<file path="src/rtl/muldiv_sequencer_if.sv">
// muldiv_sequencer_if: decode-side handshake and HI/LO result bus for the
// multiply/divide sequencer. The master drives requests; the slave (the
// sequencer) returns status and the HI/LO registers.
interface muldiv_sequencer_if #(
    parameter int WIDTH = 32
);
    logic             start;
    logic             op;
    logic             sign_op;
    logic [WIDTH-1:0] rs_val;
    logic [WIDTH-1:0] rt_val;
    logic             hilo_rd;
    logic             busy;
    logic             stall;
    logic             done;
    logic             div_by_zero;
    logic [WIDTH-1:0] hi;
    logic [WIDTH-1:0] lo;

    modport master (
        output start, op, sign_op, rs_val, rt_val, hilo_rd,
        input  busy, stall, done, div_by_zero, hi, lo
    );

    modport slave (
        input  start, op, sign_op, rs_val, rt_val, hilo_rd,
        output busy, stall, done, div_by_zero, hi, lo
    );
endinterface

</file>
<file path="src/rtl/muldiv_sequencer.sv">
// muldiv_sequencer: multi-cycle engine for MIPS mult/multu/div/divu.
// Runs a 32-step shift-add multiply or restoring divide and writes the
// 64-bit result into HI/LO, stalling the core while a new request or an
// mfhi/mflo would see an unfinished result.
// Optional signed operation is enabled by defining MULDIV_SIGNED_EN; it adds
// a one-cycle FIX state that applies the result signs after the iterations.
module muldiv_sequencer #(
    parameter int WIDTH = 32,
    parameter int CNT_W = 5
) (
    input  logic              clk,
    input  logic              rst,
    muldiv_sequencer_if.slave bus
);
    typedef enum logic [1:0] {
        S_IDLE = 2'd0,
        S_MUL  = 2'd1,
        S_DIV  = 2'd2
`ifdef MULDIV_SIGNED_EN
        , S_FIX = 2'd3
`endif
    } state_t;

    state_t             r_state;
    state_t             w_nextState;
    logic [CNT_W-1:0]   r_count;
    // The multiply accumulator is conceptually {carry, upper, lower}; after
    // every right shift the carry is zero again, so only 64 bits are stored.
    logic [2*WIDTH-1:0] r_acc;
    logic [WIDTH-1:0]   r_operand;
    logic [WIDTH-1:0]   r_dividend;
    logic [WIDTH-1:0]   r_hi;
    logic [WIDTH-1:0]   r_lo;
    logic               r_isDiv;
    logic               r_divZero;
    logic               r_done;
    logic               r_dbz;

    logic               w_accept;
    logic               w_iterating;
    logic               w_lastIter;
    logic               w_goFix;
    logic               w_complete;
    logic               w_rsNeg;
    logic               w_rtNeg;
    logic [WIDTH-1:0]   w_rsMag;
    logic [WIDTH-1:0]   w_rtMag;
    logic [WIDTH:0]     w_mulSum;
    logic [2*WIDTH-1:0] w_mulNext;
    logic [2*WIDTH:0]   w_divShift;
    logic [WIDTH+1:0]   w_divTrial;
    logic [2*WIDTH-1:0] w_divNext;
    logic [2*WIDTH-1:0] w_iterNext;
    logic [WIDTH-1:0]   w_finalHi;
    logic [WIDTH-1:0]   w_finalLo;
    logic               w_unused;

    assign w_accept    = (r_state == S_IDLE) & bus.start;
    assign w_iterating = (r_state == S_MUL) | (r_state == S_DIV);
    assign w_lastIter  = w_iterating & (r_count == '1);

`ifdef MULDIV_SIGNED_EN
    logic r_signed;
    logic r_negQ;
    logic r_negR;

    assign w_rsNeg    = bus.sign_op & bus.rs_val[WIDTH-1];
    assign w_rtNeg    = bus.sign_op & bus.rt_val[WIDTH-1];
    assign w_goFix    = r_signed;
    assign w_complete = (w_lastIter & ~w_goFix) | (r_state == S_FIX);
    assign w_unused   = w_divTrial[WIDTH];

    // Record signedness and which result halves must be negated in FIX.
    always_ff @(posedge clk) begin
        if (rst) begin
            r_signed <= 1'b0;
            r_negQ   <= 1'b0;
            r_negR   <= 1'b0;
        end else if (w_accept) begin
            r_signed <= bus.sign_op;
            r_negQ   <= w_rsNeg ^ w_rtNeg;
            r_negR   <= bus.op & w_rsNeg;
        end
    end
`else
    assign w_rsNeg    = 1'b0;
    assign w_rtNeg    = 1'b0;
    assign w_goFix    = 1'b0;
    assign w_complete = w_lastIter;
    assign w_unused   = ^{w_divTrial[WIDTH], bus.sign_op};
`endif

    assign w_rsMag = w_rsNeg ? -bus.rs_val : bus.rs_val;
    assign w_rtMag = w_rtNeg ? -bus.rt_val : bus.rt_val;

    // One shift-add step: add the multiplicand to the upper half when the
    // multiplier LSB is set, then shift the whole accumulator right.
    assign w_mulSum  = {1'b0, r_acc[2*WIDTH-1:WIDTH]}
                     + {1'b0, (r_acc[0] ? r_operand : {WIDTH{1'b0}})};
    assign w_mulNext = {w_mulSum, r_acc[WIDTH-1:1]};

    // One restoring-divide step: shift left, trial-subtract the divisor from
    // the 33-bit shifted remainder, keep it and set a quotient bit if >= 0.
    assign w_divShift = {r_acc, 1'b0};
    assign w_divTrial = {1'b0, w_divShift[2*WIDTH:WIDTH]} - {2'b00, r_operand};
    assign w_divNext  = w_divTrial[WIDTH+1] ? w_divShift[2*WIDTH-1:0]
                      : {w_divTrial[WIDTH-1:0], w_divShift[WIDTH-1:1], 1'b1};

    assign w_iterNext = (r_state == S_DIV) ? w_divNext : w_mulNext;

    // Select the value written into HI/LO on the completing edge, applying
    // the sign fix-up and the divide-by-zero override.
    always_comb begin
        w_finalHi = w_iterNext[2*WIDTH-1:WIDTH];
        w_finalLo = w_iterNext[WIDTH-1:0];
`ifdef MULDIV_SIGNED_EN
        if (r_state == S_FIX) begin
            if (r_isDiv) begin
                w_finalHi = r_negR ? -r_acc[2*WIDTH-1:WIDTH] : r_acc[2*WIDTH-1:WIDTH];
                w_finalLo = r_negQ ? -r_acc[WIDTH-1:0] : r_acc[WIDTH-1:0];
            end else begin
                {w_finalHi, w_finalLo} = r_negQ ? -r_acc : r_acc;
            end
        end
`endif
        if (r_isDiv && r_divZero) begin
            w_finalHi = r_dividend;
            w_finalLo = '1;
        end
    end

    // FSM state register.
    always_ff @(posedge clk) begin
        if (rst) begin
            r_state <= S_IDLE;
        end else begin
            r_state <= w_nextState;
        end
    end

    // FSM next-state: IDLE launches on start, iterate 32 steps, optional FIX.
    always_comb begin
        w_nextState = r_state;
        case (r_state)
            S_IDLE: begin
                if (bus.start) begin
                    w_nextState = bus.op ? S_DIV : S_MUL;
                end
            end
            S_MUL, S_DIV: begin
                if (r_count == '1) begin
`ifdef MULDIV_SIGNED_EN
                    w_nextState = r_signed ? S_FIX : S_IDLE;
`else
                    w_nextState = S_IDLE;
`endif
                end
            end
`ifdef MULDIV_SIGNED_EN
            S_FIX: w_nextState = S_IDLE;
`endif
            default: w_nextState = S_IDLE;
        endcase
    end

    // Datapath: latch operands on accept, step each cycle, commit HI/LO.
    always_ff @(posedge clk) begin
        if (rst) begin
            r_count    <= '0;
            r_acc      <= '0;
            r_operand  <= '0;
            r_dividend <= '0;
            r_isDiv    <= 1'b0;
            r_divZero  <= 1'b0;
            r_done     <= 1'b0;
            r_dbz      <= 1'b0;
            r_hi       <= '0;
            r_lo       <= '0;
        end else begin
            r_done <= w_complete;
            r_dbz  <= w_complete & r_isDiv & r_divZero;
            if (w_accept) begin
                r_count    <= '0;
                r_isDiv    <= bus.op;
                r_operand  <= bus.op ? w_rtMag : w_rsMag;
                r_acc      <= {{WIDTH{1'b0}}, (bus.op ? w_rsMag : w_rtMag)};
                r_dividend <= bus.rs_val;
                r_divZero  <= (bus.rt_val == '0);
            end else if (w_iterating) begin
                r_count <= r_count + CNT_W'(1);
                r_acc   <= w_iterNext;
            end
            if (w_complete) begin
                r_hi <= w_finalHi;
                r_lo <= w_finalLo;
            end
        end
    end

    assign bus.busy        = (r_state != S_IDLE);
    assign bus.stall       = bus.busy & (bus.start | bus.hilo_rd);
    assign bus.done        = r_done;
    assign bus.div_by_zero = r_dbz;
    assign bus.hi          = r_hi;
    assign bus.lo          = r_lo;
endmodule

</file>
<file path="src/flat_wrapper.sv">
// flat-port wrapper written by rule: the top's interface ports become plain ports
module muldiv_sequencer_flat 
#(
    parameter int WIDTH = 32,
    parameter int CNT_W = 5
)
  (clk, rst, bus_start, bus_op, bus_sign_op, bus_rs_val, bus_rt_val, bus_hilo_rd, bus_busy, bus_stall, bus_done, bus_div_by_zero, bus_hi, bus_lo);
  muldiv_sequencer_if #(.WIDTH(WIDTH)) bus_i ();
  input  logic clk;
  input  logic rst;
  input wire logic [$bits(bus_i.start)-1:0] bus_start;
  input wire logic [$bits(bus_i.op)-1:0] bus_op;
  input wire logic [$bits(bus_i.sign_op)-1:0] bus_sign_op;
  input wire logic [$bits(bus_i.rs_val)-1:0] bus_rs_val;
  input wire logic [$bits(bus_i.rt_val)-1:0] bus_rt_val;
  input wire logic [$bits(bus_i.hilo_rd)-1:0] bus_hilo_rd;
  output wire logic [$bits(bus_i.busy)-1:0] bus_busy;
  output wire logic [$bits(bus_i.stall)-1:0] bus_stall;
  output wire logic [$bits(bus_i.done)-1:0] bus_done;
  output wire logic [$bits(bus_i.div_by_zero)-1:0] bus_div_by_zero;
  output wire logic [$bits(bus_i.hi)-1:0] bus_hi;
  output wire logic [$bits(bus_i.lo)-1:0] bus_lo;
  assign bus_i.start = bus_start;
  assign bus_i.op = bus_op;
  assign bus_i.sign_op = bus_sign_op;
  assign bus_i.rs_val = bus_rs_val;
  assign bus_i.rt_val = bus_rt_val;
  assign bus_i.hilo_rd = bus_hilo_rd;
  assign bus_busy = bus_i.busy;
  assign bus_stall = bus_i.stall;
  assign bus_done = bus_i.done;
  assign bus_div_by_zero = bus_i.div_by_zero;
  assign bus_hi = bus_i.hi;
  assign bus_lo = bus_i.lo;
  muldiv_sequencer #(.WIDTH(WIDTH), .CNT_W(CNT_W)) u_core (.clk(clk), .rst(rst), .bus(bus_i));
endmodule
</file>
<file path="config.mk">
export PLATFORM = sky130hd
export DESIGN_NAME = muldiv_sequencer_flat
export DESIGN_NICKNAME = d
export VERILOG_FILES = /design/src/rtl/muldiv_sequencer_if.sv /design/src/rtl/muldiv_sequencer.sv /design/src/flat_wrapper.sv
export SDC_FILE = /design/constraint.sdc
export NUM_CORES = 1
export LEC_CHECK = 0
export BUFFER_PORTS_ARGS = -buffer_cell sky130_fd_sc_hd__buf_2
export CORE_ASPECT_RATIO = 0.7
export CORE_UTILIZATION = 35
export DETAILED_ROUTE_END_ITERATION = 7
export GPL_TIMING_DRIVEN = 0
export PLACE_DENSITY_LB_ADDON = 0.3
export SLEW_MARGIN = 20
export SYNTH_ARGS = -nofsm -noshare
export SYNTH_HDL_FRONTEND = slang
export SYNTH_SLANG_ARGS = --single-unit
</file>
<file path="constraint.sdc">
create_clock -name clk -period 6.9 [get_ports clk]
set_input_delay 0.345 -clock clk [delete_from_list [all_inputs] [get_ports clk]]
set_output_delay 0.345 -clock clk [all_outputs]
set_load 0.02 [all_outputs]
</file>
==> reports/summary.txt, run 1 <==
Status -> complete, no violations
Vert. Die Dim -> 164.7 µm
Synth Area in Compound Gates -> 26.73%
Synth warn -> 0
Gr usage total -> 27.33%
Core area -> 37210 µm²
VDD IR max -> 0.1567 mV
Synth Area in Simple Gates -> 18.44%
Power Total -> 3.630 mW
Register area share after synthesis -> 30.69%
Post-synth top flop -> dfxtp_1
Resized cells post-CTS -> 0
Synth Instances -> 1726
H-tree depth -> 1
Final worst path period share -> 65.37%
Leading area contributor after synthesis -> dfxtp_1
Setup Skew -> 0.02238 ns
Initial core utilization -> 35.59%
Number of synthesized flops with an enable pin -> 0
P_leak -> 6.388 nW
Dpl hpwl -> 43.16 mm
Synthesized Nets -> 1866
Diode count -> 0
DP Area -> 14530 µm²
Yosys top cell area share -> 30.69%
Routed wire per std cell -> 22.38 µm
Ys async rst share -> 0%
Critical Path Sink Type -> flop
Xor-xnor portion of the synthesized cell area -> 3.572%
Root buffer cell -> clkbuf_16
Unrepaired setup endpoints after global routing -> false
CTS tree -> built
Placement Setup Slack -> 2.635 ns
Syn Area/Cell -> 7.671 µm²
Layout Cells excl Fill -> 2386
Max_cap viols -> 0
Row cnt -> 59
Post-CTS Hold Buffers -> 0
Crit-path max cell delay -> 0.71 ns
Critical path cell sequence -> clkbuf_1, and2_1, ha_1, a211oi_1, o21bai_1, o2111ai_1, a311oi_1, o21ai_0, o21ai_0, xor2_1, o21ai_0, a21oi_1
Most common cell in the synthesized netlist -> a21oi_1
Die area -> 38620 µm²
Largest family of logic cells by synthesized area -> compound AO/OA/AOI/OAI gates
Placed insts -> 2349
Final Hold Vio Count -> 0
IO Count -> 138
DR pass1 iterations -> 5
First-pass GRT wire length -> 79.40 mm
Crit path launch type -> flop
Crit-path leading delay family -> compound AO/OA/AOI/OAI gates
Post-CTS setup buffers -> 0
Fraction of layout cells with a size suffix above 1 -> 11.12%
Port Buf Inserts -> 135
WS Path Type -> flop to flop
Routed Antenna Nets -> 0
Final instance area -> 15240 µm²
Largest net degree at the start of global routing -> 15
Post-synthesis adder-cell area fraction -> 6.728%
Num CTS Buffers -> 21
Number of global-route vias before repair -> 12780
Synth Register Bits -> 203
DR vias -> 14150
Final nets -> 2024
Synth cell count leaders -> a21oi_1, dfxtp_1, nor2_1, nand2_1, clkbuf_1
Worst path bufs/invs -> 1
Worst skew pair latency -> 0.52 ns
Worst Tran Pin Value -> 1.059 ns
Global route overflow -> 0
HP Class -> input port to flop
Req. time, crit path -> 7.26 ns
Fmax -> 221.7 MHz
Critical Path AT -> 4.87 ns
Worst reg-to-reg setup slack -> 2.39 ns
GPL Wtd Cong -> 0.9214
Area Growth Syn to Fin -> 15.10%
Hold_ws -> 0.09916 ns
Worst path slowest cell -> dfxtp_1
Top cells by area, synth -> dfxtp_1, a21oi_1, mux2i_1, ha_1, nor2_1
Final setup violation count -> 0
Yosys cell types -> 72
Worst setup margin -> 2.390 ns
Final Core Density -> 40.96%
Via/cell ratio -> 5.928
Initial antenna violation count -> 0
P per Cell Area -> 238.2 nW/µm²
Initial DRC Count -> 1635
Post-layout minimum cycle time -> 4.510 ns
DIE WIDTH -> 234.5 µm
Slew HR -> 29.38%
Routed WL -> 53.40 mm
Clk slew on worst S/H paths -> 0.07 ns
Max Slew Vio Count -> 0
Setup TNS -> 0 ns
CTS sink cnt -> 203
Synth Cell Area -> 13240 µm²
# DRC -> 0
Crit path max fanout -> 10
Most frequent CP cell -> o21ai_0
Post-synthesis mux area share -> 8.373%
Clk buf depth -> 3
## layout by cell type, fill, tap and decap left out, types with 29 or more instances in the layout
cell	synthesis	layout
nor2_1	198	197
and2_1	38	38
dfxtp_1	203	203
inv_1	49	49
clkbuf_1	109	113
buf_2	11	146
a211oi_1	51	51
ha_1	68	68
o211ai_1	29	29
nand3_1	32	32
mux2i_1	104	104
o21ai_0	104	104
a21oi_1	230	230
nand2_1	160	160
## final cells by class
type	instances	area (µm²)
fill	3904	21970
buffer	132	535.5
inverter	50	187.7
multi-input combinational	1341	8456
timing repair buffer	135	675.6
tap	488	610.6
clock inverter	10	142.6
clock buffer	27	568.0
sequential	203	4064
## worst reg2reg max path, stage by stage, from the launching register on
cell	delay [ns]
dfxtp_1	0.71
clkbuf_1	0.38
and2_1	0.24
ha_1	0.26
a211oi_1	0.27
o21bai_1	0.19
o2111ai_1	0.56
a311oi_1	0.34
o21ai_0	0.54
o21ai_0	0.22
xor2_1	0.18
o21ai_0	0.36
a21oi_1	0.13
## kinds of logic after synthesis
| group | after synthesis |
|---|---|
| buf+inv | 182 |
| xor+xnor | 54 |
| compound gates | 571 |
| mux | 110 |
| fa+ha+maj | 70 |
| simple gates | 536 |
| flops | 203 |
## metal layers
metal	up-vias	wire length, µm	global-route usage [%]	share of wire, %
met4	0	1506	7.566	2.8
li1	6551	-	-	-
met2	737	20410	36.99	38
met5	-	0	0	0
met3	62	6049	6.440	11
met1	6795	25430	41.87	48
## sequential cells by signal, summed over array words and instances (netlist names)
register                count
u_core.r_operand           32
u_core.r_isDiv              1
u_core.r_count              5
u_core.bus.hi              32
u_core.r_state              2
u_core.r_dividend          32
u_core.bus.done             1
u_core.r_acc               64
u_core.bus.div_by_zero      1
u_core.r_divZero            1
u_core.bus.lo              32
## worst paths after layout
check                          endpoint                   from  cells past startpoint
setup / recovery       u_core.r_acc[58]        u_core.r_acc[0]                     12
hold / removal    u_core.r_dividend[13]         bus_rs_val[13]                      3
setup reg to reg       u_core.r_acc[58]        u_core.r_acc[0]                     12
hold reg to reg   u_core.r_dividend[31]  u_core.r_dividend[31]                      2
## where the power goes
group	switching, mW	internal, mW	leakage [nW]
clock	0.517	0.700	0.348
combinational	0.723	0.365	4.38
sequential	0.0824	1.24	1.66
total	1.32	2.31	6.39
(Power assumes the default switching activity.)
==> run 2: changes to the inputs <==
==> constraint.sdc (replaced) <==
create_clock -name clk -period 4.6 [get_ports clk]
set_input_delay 0.23 -clock clk [delete_from_list [all_inputs] [get_ports clk]]
set_output_delay 0.23 -clock clk [all_outputs]
set_load 0.02 [all_outputs]
==> run 2 against run 1 <==
Against the previous run:
- first-iteration DRC count down 5.6%
- sequential power up 50%
- clock skew up 0.0015 ns
- combinational power up 51%
- largest power group unchanged
==> reports/summary.txt, run 2 (synthesis gave the netlist of run 1 again) <==
Fillers -> 3886 (was 3904)
Final Core Density -> 41.58% (was 40.96%)
Hold_sp -> bus_rs_val[17] (was bus_rs_val[13])
Placed insts -> 2349 (unchanged)
Core area -> 37210 µm² (unchanged)
Post-layout minimum cycle time -> 4.348 ns (was 4.510 ns)
Leading cell types in the layout, fill and taps excluded -> a21oi_1, dfxtp_1, nor2_1, nand2_1, buf_2 (unchanged)
Num CTS Buffers -> 21 (unchanged)
First-pass GRT wire length -> 79.70 mm (was 79.40 mm)
Crit-path max cell delay -> 0.71 ns (about the same)
Slew HR -> 29.62% (was 29.38%)
Register area -> 4064 µm² (unchanged)
HP Class -> input port to flop (unchanged)
Initial core utilization -> 35.59% (unchanged)
Final Hold Vio Count -> 0 (unchanged)
Final nets -> 2047 (was 2024)
Worst setup margin -> 0.2516 ns (was 2.390 ns)
Crit path max fanout -> 10 (unchanged)
Clk buf depth -> 3 (unchanged)
Setup TNS -> 0 ns (unchanged)
Die area -> 38620 µm² (unchanged)
Fmax -> 230.0 MHz (was 221.7 MHz)
Status -> complete, no violations (unchanged)
WS Path Type -> flop to flop (unchanged)
R2R Path Start -> u_core.r_acc[0] (unchanged)
Largest net degree at the start of global routing -> 15 (unchanged)
Critical Path Sink Type -> flop (unchanged)
Placement Setup Slack -> 0.3351 ns (was 2.635 ns)
Number of global-route vias before repair -> 12870 (was 12780)
Routed Antenna Nets -> 0 (unchanged)
Most frequent CP cell -> o21ai_0 (unchanged)
Root buffer cell -> clkbuf_16 (unchanged)
Final setup violation count -> 0 (unchanged)
P_leak -> 6.484 nW (was 6.388 nW)
Area Growth Syn to Fin -> 16.84% (was 15.10%)
Req. time, crit path -> 5.05 ns (was 7.26 ns)
Setup Skew -> 0.02392 ns (was 0.02238 ns)
Worst Tran Pin Value -> 1.056 ns (was 1.059 ns)
Largest register by flop count -> u_core.r_acc (unchanged)
Max_cap viols -> 0 (unchanged)
Clk slew on worst S/H paths -> 0.07 ns (about the same)
Crit path launch type -> flop (unchanged)
Initial antenna violation count -> 0 (unchanged)
Worst reg-to-reg setup slack -> 0.25 ns (was 2.39 ns)
Multi-input logic area -> 8456 µm² (unchanged)
Final worst path period share -> 94.53% (was 65.37%)
IO Count -> 138 (unchanged)
Max Slew Vio Count -> 0 (unchanged)
Port Buf Inserts -> 135 (unchanged)
Hold_ws -> 0.007090 ns (was 0.09916 ns)
Initial DRC Count -> 1543 (was 1635)
Worst setup startpoint -> u_core.r_acc[0] (unchanged)
H-tree depth -> 1 (unchanged)
Layout Cells excl Fill -> 2409 (was 2386)
Critical Path AT -> 4.79 ns (was 4.87 ns)
DR pass1 iterations -> 5 (unchanged)
Worst path slowest cell -> dfxtp_1 (unchanged)
Row cnt -> 59 (unchanged)
DR vias -> 14260 (was 14150)
DIE WIDTH -> 234.5 µm (unchanged)
Unrepaired setup endpoints after global routing -> false (unchanged)
DP Area -> 14530 µm² (unchanged)
Worst skew pair latency -> 0.52 ns (about the same)
Via/cell ratio -> 5.920 (was 5.928)
Dpl hpwl -> 43.16 mm (unchanged)
Critical path cell sequence -> clkbuf_1, and2_1, ha_1, a211oi_1, o21ai_0, o221a_2, o21ai_0, o2111ai_1, a31oi_1, mux2i_1, nand4_1, a21oi_1 (was clkbuf_1, and2_1, ha_1, a211oi_1, o21bai_1, o2111ai_1, a311oi_1, o21ai_0, o21ai_0, xor2_1, o21ai_0, a21oi_1)
Global route overflow -> 0 (unchanged)
Fraction of layout cells with a size suffix above 1 -> 10.98% (was 11.12%)
P per Cell Area -> 353.1 nW/µm² (was 238.2 nW/µm²)
Most common cell after layout, fill and taps aside -> a21oi_1 (unchanged)
CTS tree -> built (unchanged)
Power Total -> 5.463 mW (was 3.630 mW)
Final instance area -> 15470 µm² (was 15240 µm²)
CTS sink cnt -> 203 (unchanged)
Routed WL -> 53.63 mm (was 53.40 mm)
Diode count -> 0 (unchanged)
VDD IR max -> 0.2338 mV (was 0.1567 mV)
Max FFs per register -> 64 (unchanged)
Routed wire per std cell -> 22.26 µm (was 22.38 µm)
Vert. Die Dim -> 164.7 µm (unchanged)
GPL Wtd Cong -> 0.9214 (unchanged)
# DRC -> 0 (unchanged)
Gr usage total -> 27.42% (was 27.33%)
==> run 2: cell count changes in the layout (fill, tap and decap cells not counted) <==
cell	before	now
dlygate4sd3_1	0	23
o21ai_1	2	3
o21ai_0	104	103
==> run 2: power by group <==
| part | total [mW] | internal (mW) | switching, mW |
|---|---|---|---|
| logic | 1.65 | 0.560 | 1.09 |
| clock network | 1.83 | 1.05 | 0.776 |
| registers | 1.99 | 1.86 | 0.124 |
| total | 5.46 | 3.48 | 1.99 |
==> run 2: final timing paths <==
path	to	cells after the start
max reg2reg	u_core.bus.hi[29]	12
max	u_core.bus.hi[29]	12
min reg2reg	u_core.r_dividend[31]	2
min	u_core.r_dividend[17]	3
==> run 2: layout make-up <==
type,count,area share (%)
Clock inverter,10,0.9220
Timing Repair Buffer,158,5.856
Tap cell,488,3.947
Buffer,132,3.462
Clock buffer,27,3.672
Inverter,50,1.213
Multi-Input combinational cell,1341,54.66
Sequential cell,203,26.27
==> run 2: repair_timing <==
| item | 4_1_cts | 5_1_grt |
|---|---|---|
| hold buffers | 23 | 0 |
| buffers inserted | 0 | 0 |
| endpoints found under the hold margin | 23 | 0 |
| endpoints found under the setup margin | 0 | 2 |
| resized for setup | 0 | 1 |
==> run 2: worst max-delay path, delay by kind of cell, from the launching register on <==
family                     cells  cell delay [ns]
adders and majority gates      1             0.28
muxes                          1             0.34
buffers and inverters          1             0.37
and+or+nand+nor                2             0.35
DFF                            1             0.71
AOI/OAI and AO/OA              7             2.20
==> run 2: layer usage <==
layer | global-route usage, % | vias to the layer above | routed length (µm) | share of wire (%)
li1 | - | 6597 | - | -
met1 | 41.95 | 6861 | 25690 | 48
met2 | 37.30 | 744 | 20560 | 38
met3 | 6.354 | 60 | 5878 | 11
met4 | 7.566 | 0 | 1503 | 2.8
met5 | 0 | - | 0 | 0
==> run 3: changes to the inputs <==
--- a/config.mk
+++ b/config.mk
@@ -9,7 +9,6 @@
 export CORE_ASPECT_RATIO = 0.7
 export CORE_UTILIZATION = 35
 export DETAILED_ROUTE_END_ITERATION = 7
-export GPL_TIMING_DRIVEN = 0
 export PLACE_DENSITY_LB_ADDON = 0.3
 export SLEW_MARGIN = 20
 export SYNTH_ARGS = -nofsm -noshare
==> run 3 against run 2 <==
Against the previous run:
- core utilization is 0.56 points lower
- largest power group unchanged
- sequential share of layout area is 0.36 points higher
- largest cell class unchanged
- sequential cell count stayed put
- critical endpoint is now u_core.r_acc[58]
==> reports/summary.txt, run 3 (synthesis gave the netlist of run 1 again) <==
DIE WIDTH -> 234.5 µm (unchanged)
P_leak -> 6.454 nW (was 6.484 nW)
Hold_sp -> bus_rs_val[10] (was bus_rs_val[17])
Critical Path Sink Type -> flop (unchanged)
Worst setup startpoint -> u_core.r_acc[0] (unchanged)
Global route overflow -> 0 (unchanged)
R2R Path Start -> u_core.r_acc[0] (unchanged)
Sequential power share -> 36.6% (was 36.4%)
Gr usage total -> 22.85% (was 27.42%)
Max FFs per register -> 64 (unchanged)
Slew HR -> 25.37% (was 29.62%)
H-tree depth -> 1 (unchanged)
Initial core utilization -> 35.59% (unchanged)
P per Cell Area -> 354.0 nW/µm² (was 353.1 nW/µm²)
Clk buf depth -> 3 (unchanged)
Routed wire per std cell -> 19.69 µm (was 22.26 µm)
Setup Skew -> 0.02123 ns (was 0.02392 ns)
Largest register by flop count -> u_core.r_acc (unchanged)
Hold_ws -> 0.02592 ns (was 0.007090 ns)
Final setup violation count -> 0 (unchanged)
Worst Tran Pin Value -> 1.119 ns (was 1.056 ns)
Max Slew Vio Count -> 0 (unchanged)
First-pass GRT wire length -> 69.26 mm (was 79.70 mm)
Diode count -> 0 (unchanged)
Worst hold endpoint -> u_core.r_dividend[10] (was u_core.r_dividend[17])
Worst path bufs/invs -> 1 (unchanged)
VDD IR max -> 0.2289 mV (was 0.2338 mV)
IO Count -> 138 (unchanged)
Clock network power share -> 35.7% (was 33.4%)
Fmax -> 249.2 MHz (was 230.0 MHz)
R2r endpoint -> u_core.r_acc[58] (was u_core.bus.hi[29])
Routed Antenna Nets -> 0 (unchanged)
Via/cell ratio -> 5.777 (was 5.920)
Worst skew pair latency -> 0.53 ns (was 0.52 ns)
Most frequent CP cell -> o21ai_0 (unchanged)
Worst reg2reg path depth -> 12 (unchanged)
Num CTS Buffers -> 22 (was 21)
Sw frac -> 34.01% (was 36.38%)
Max_cap viols -> 0 (unchanged)
Dpl hpwl -> 32.42 mm (was 43.16 mm)
Initial DRC Count -> 1308 (was 1543)
Internal power -> 3.565 mW (was 3.475 mW)
Leading cell types in the layout, fill and taps excluded -> a21oi_1, dfxtp_1, nor2_1, nand2_1, buf_2 (unchanged)
# DRC -> 0 (unchanged)
Final worst path period share -> 87.23% (was 94.53%)
Worst path slowest cell -> dfxtp_1 (unchanged)
Final Hold Vio Count -> 0 (unchanged)
Row cnt -> 59 (unchanged)
Critical Path AT -> 4.40 ns (was 4.79 ns)
NetSw -> 1.837 mW (was 1.987 mW)
Crit path max fanout -> 23 (was 10)
Vert. Die Dim -> 164.7 µm (unchanged)
Status -> complete, no violations (unchanged)
Most common cell after layout, fill and taps aside -> a21oi_1 (unchanged)
HP Class -> input port to flop (unchanged)
Req. time, crit path -> 4.99 ns (was 5.05 ns)
DR pass1 iterations -> 7 (was 5)
Setup TNS -> 0 ns (unchanged)
WS Path Type -> flop to flop (unchanged)
Worst hold path depth -> 3 (unchanged)
Largest net degree at the start of global routing -> 97 (was 15)
Post-layout minimum cycle time -> 4.013 ns (was 4.348 ns)
Crit-path leading delay family -> compound AO/OA/AOI/OAI gates (unchanged)
Routed WL -> 45.43 mm (was 53.63 mm)
CTS tree -> built (unchanged)
Fillers -> 3892 (was 3886)
CTS sink cnt -> 203 (unchanged)
Post-CTS setup buffers -> 0 (unchanged)
GPL Wtd Cong -> 1.004 (was 0.9214)
DR vias -> 13330 (was 14260)
Port Buf Inserts -> 136 (was 135)
Comb power frac -> 27.8% (was 30.2%)
Critical path cell sequence -> buf_4, and2_1, ha_1, o21a_1, o211ai_1, or2_2, a311oi_1, o21ai_0, o21ai_0, xor2_1, o21ai_0, a21oi_1 (was clkbuf_1, and2_1, ha_1, a211oi_1, o21ai_0, o221a_2, o21ai_0, o2111ai_1, a31oi_1, mux2i_1, nand4_1, a21oi_1)
Number of global-route vias before repair -> 12180 (was 12870)
Final nets -> 1944 (was 2047)
Root buffer cell -> clkbuf_16 (unchanged)
Worst reg-to-reg setup slack -> 0.59 ns (was 0.25 ns)
Crit path launch type -> flop (unchanged)
Unrepaired setup endpoints after global routing -> false (unchanged)
Fraction of layout cells with a size suffix above 1 -> 12.26% (was 10.98%)
Die area -> 38620 µm² (unchanged)
Core area -> 37210 µm² (unchanged)
Initial antenna violation count -> 0 (unchanged)
Crit-path max cell delay -> 0.63 ns (was 0.71 ns)
Area Growth Syn to Fin -> 15.27% (was 16.84%)
Clk slew on worst S/H paths -> 0.07 ns (about the same)
## run 3: changes by cell type in the layout (fill, tap and decap cells not counted), moves of 7 or more
cell,before,now
buf_1,7,0
buf_4,3,21
dlygate4sd3_1,23,31
clkbuf_1,113,5
buf_2,146,134
## run 3: worst max-delay path by stage
stage | to | depth (start not counted)
after CTS | u_core.bus.hi[18] | 12
after detailed placement | u_core.bus.hi[18] | 12
after floorplan | u_core.bus.hi[23] | 12
after global placement | u_core.bus.hi[29] | 12
final | u_core.r_acc[58] | 12
after global routing | u_core.r_acc[58] | 12
## run 3: power groups by stage
stage	logic (mW)	clock network, mW	registers [mW]
final	1.50	1.93	1.98
after global routing	1.65	2.02	1.98
after CTS	1.48	1.95	1.97
after detailed placement	1.46	0	2.01
after global placement	1.43	0	2.01
after floorplan	1.10	0	1.96
## run 3: final cells by class
type / count / area [µm²] / area share (%)
multi-input cells: 1341 / 8494 / 55.66
flip-flops and latches: 203 / 4064 / 26.63
repair buffers: 186 / 1139 / 7.460
clock buffers: 32 / 649.4 / 4.255
well taps: 488 / 610.6 / 4.001
inverters: 50 / 187.7 / 1.230
clock inverters: 7 / 117.6 / 0.7706
## run 3: what timing repair did
action | 4_1_cts | 5_1_grt
hold buffers | 31 | 0
endpoints found under the hold margin | 31 | 0
gates resized for setup | 0 | 0
## run 3: routing by layer
metal | GRT usage, % | vias to the layer above | wire (µm)
met5 | 0 | - | 0
met4 | 5.308 | 0 | 946
met3 | 2.883 | 65 | 2985
met2 | 35.07 | 500 | 19620
met1 | 33.63 | 6385 | 21880
li1 | - | 6378 | -
## run 3: metrics by stage
| step | area [µm²] | total power [mW] | std cells | setup slack [ns] | util [%] |
|---|---|---|---|---|---|
| final | 15260 | 5.402 | 2307 | 0.5872 | 41.02 |
| after global routing | 15260 | 5.655 | 2307 | 0.5100 | 41.02 |
| after detailed placement | 14180 | 3.466 | 2237 | 0.8274 | 38.13 |
| after floorplan | 13240 | 3.061 | 1726 | 1.606 | - |
| after CTS | 15260 | 5.402 | 2307 | 0.7804 | 41.02 |
| after global placement | 14180 | 3.442 | 2237 | 0.8529 | 38.13 |
## run 3: worst reg2reg max path, cell delays in order (launching register included)
cell and delay (ns):
dfxtp_1 0.63, buf_4 0.35, and2_1 0.17, ha_1 0.28, o21a_1 0.16, o211ai_1 0.11
or2_2 0.33, a311oi_1 0.55, o21ai_0 0.34, o21ai_0 0.27, xor2_1 0.09, o21ai_0 0.47
a21oi_1 0.13
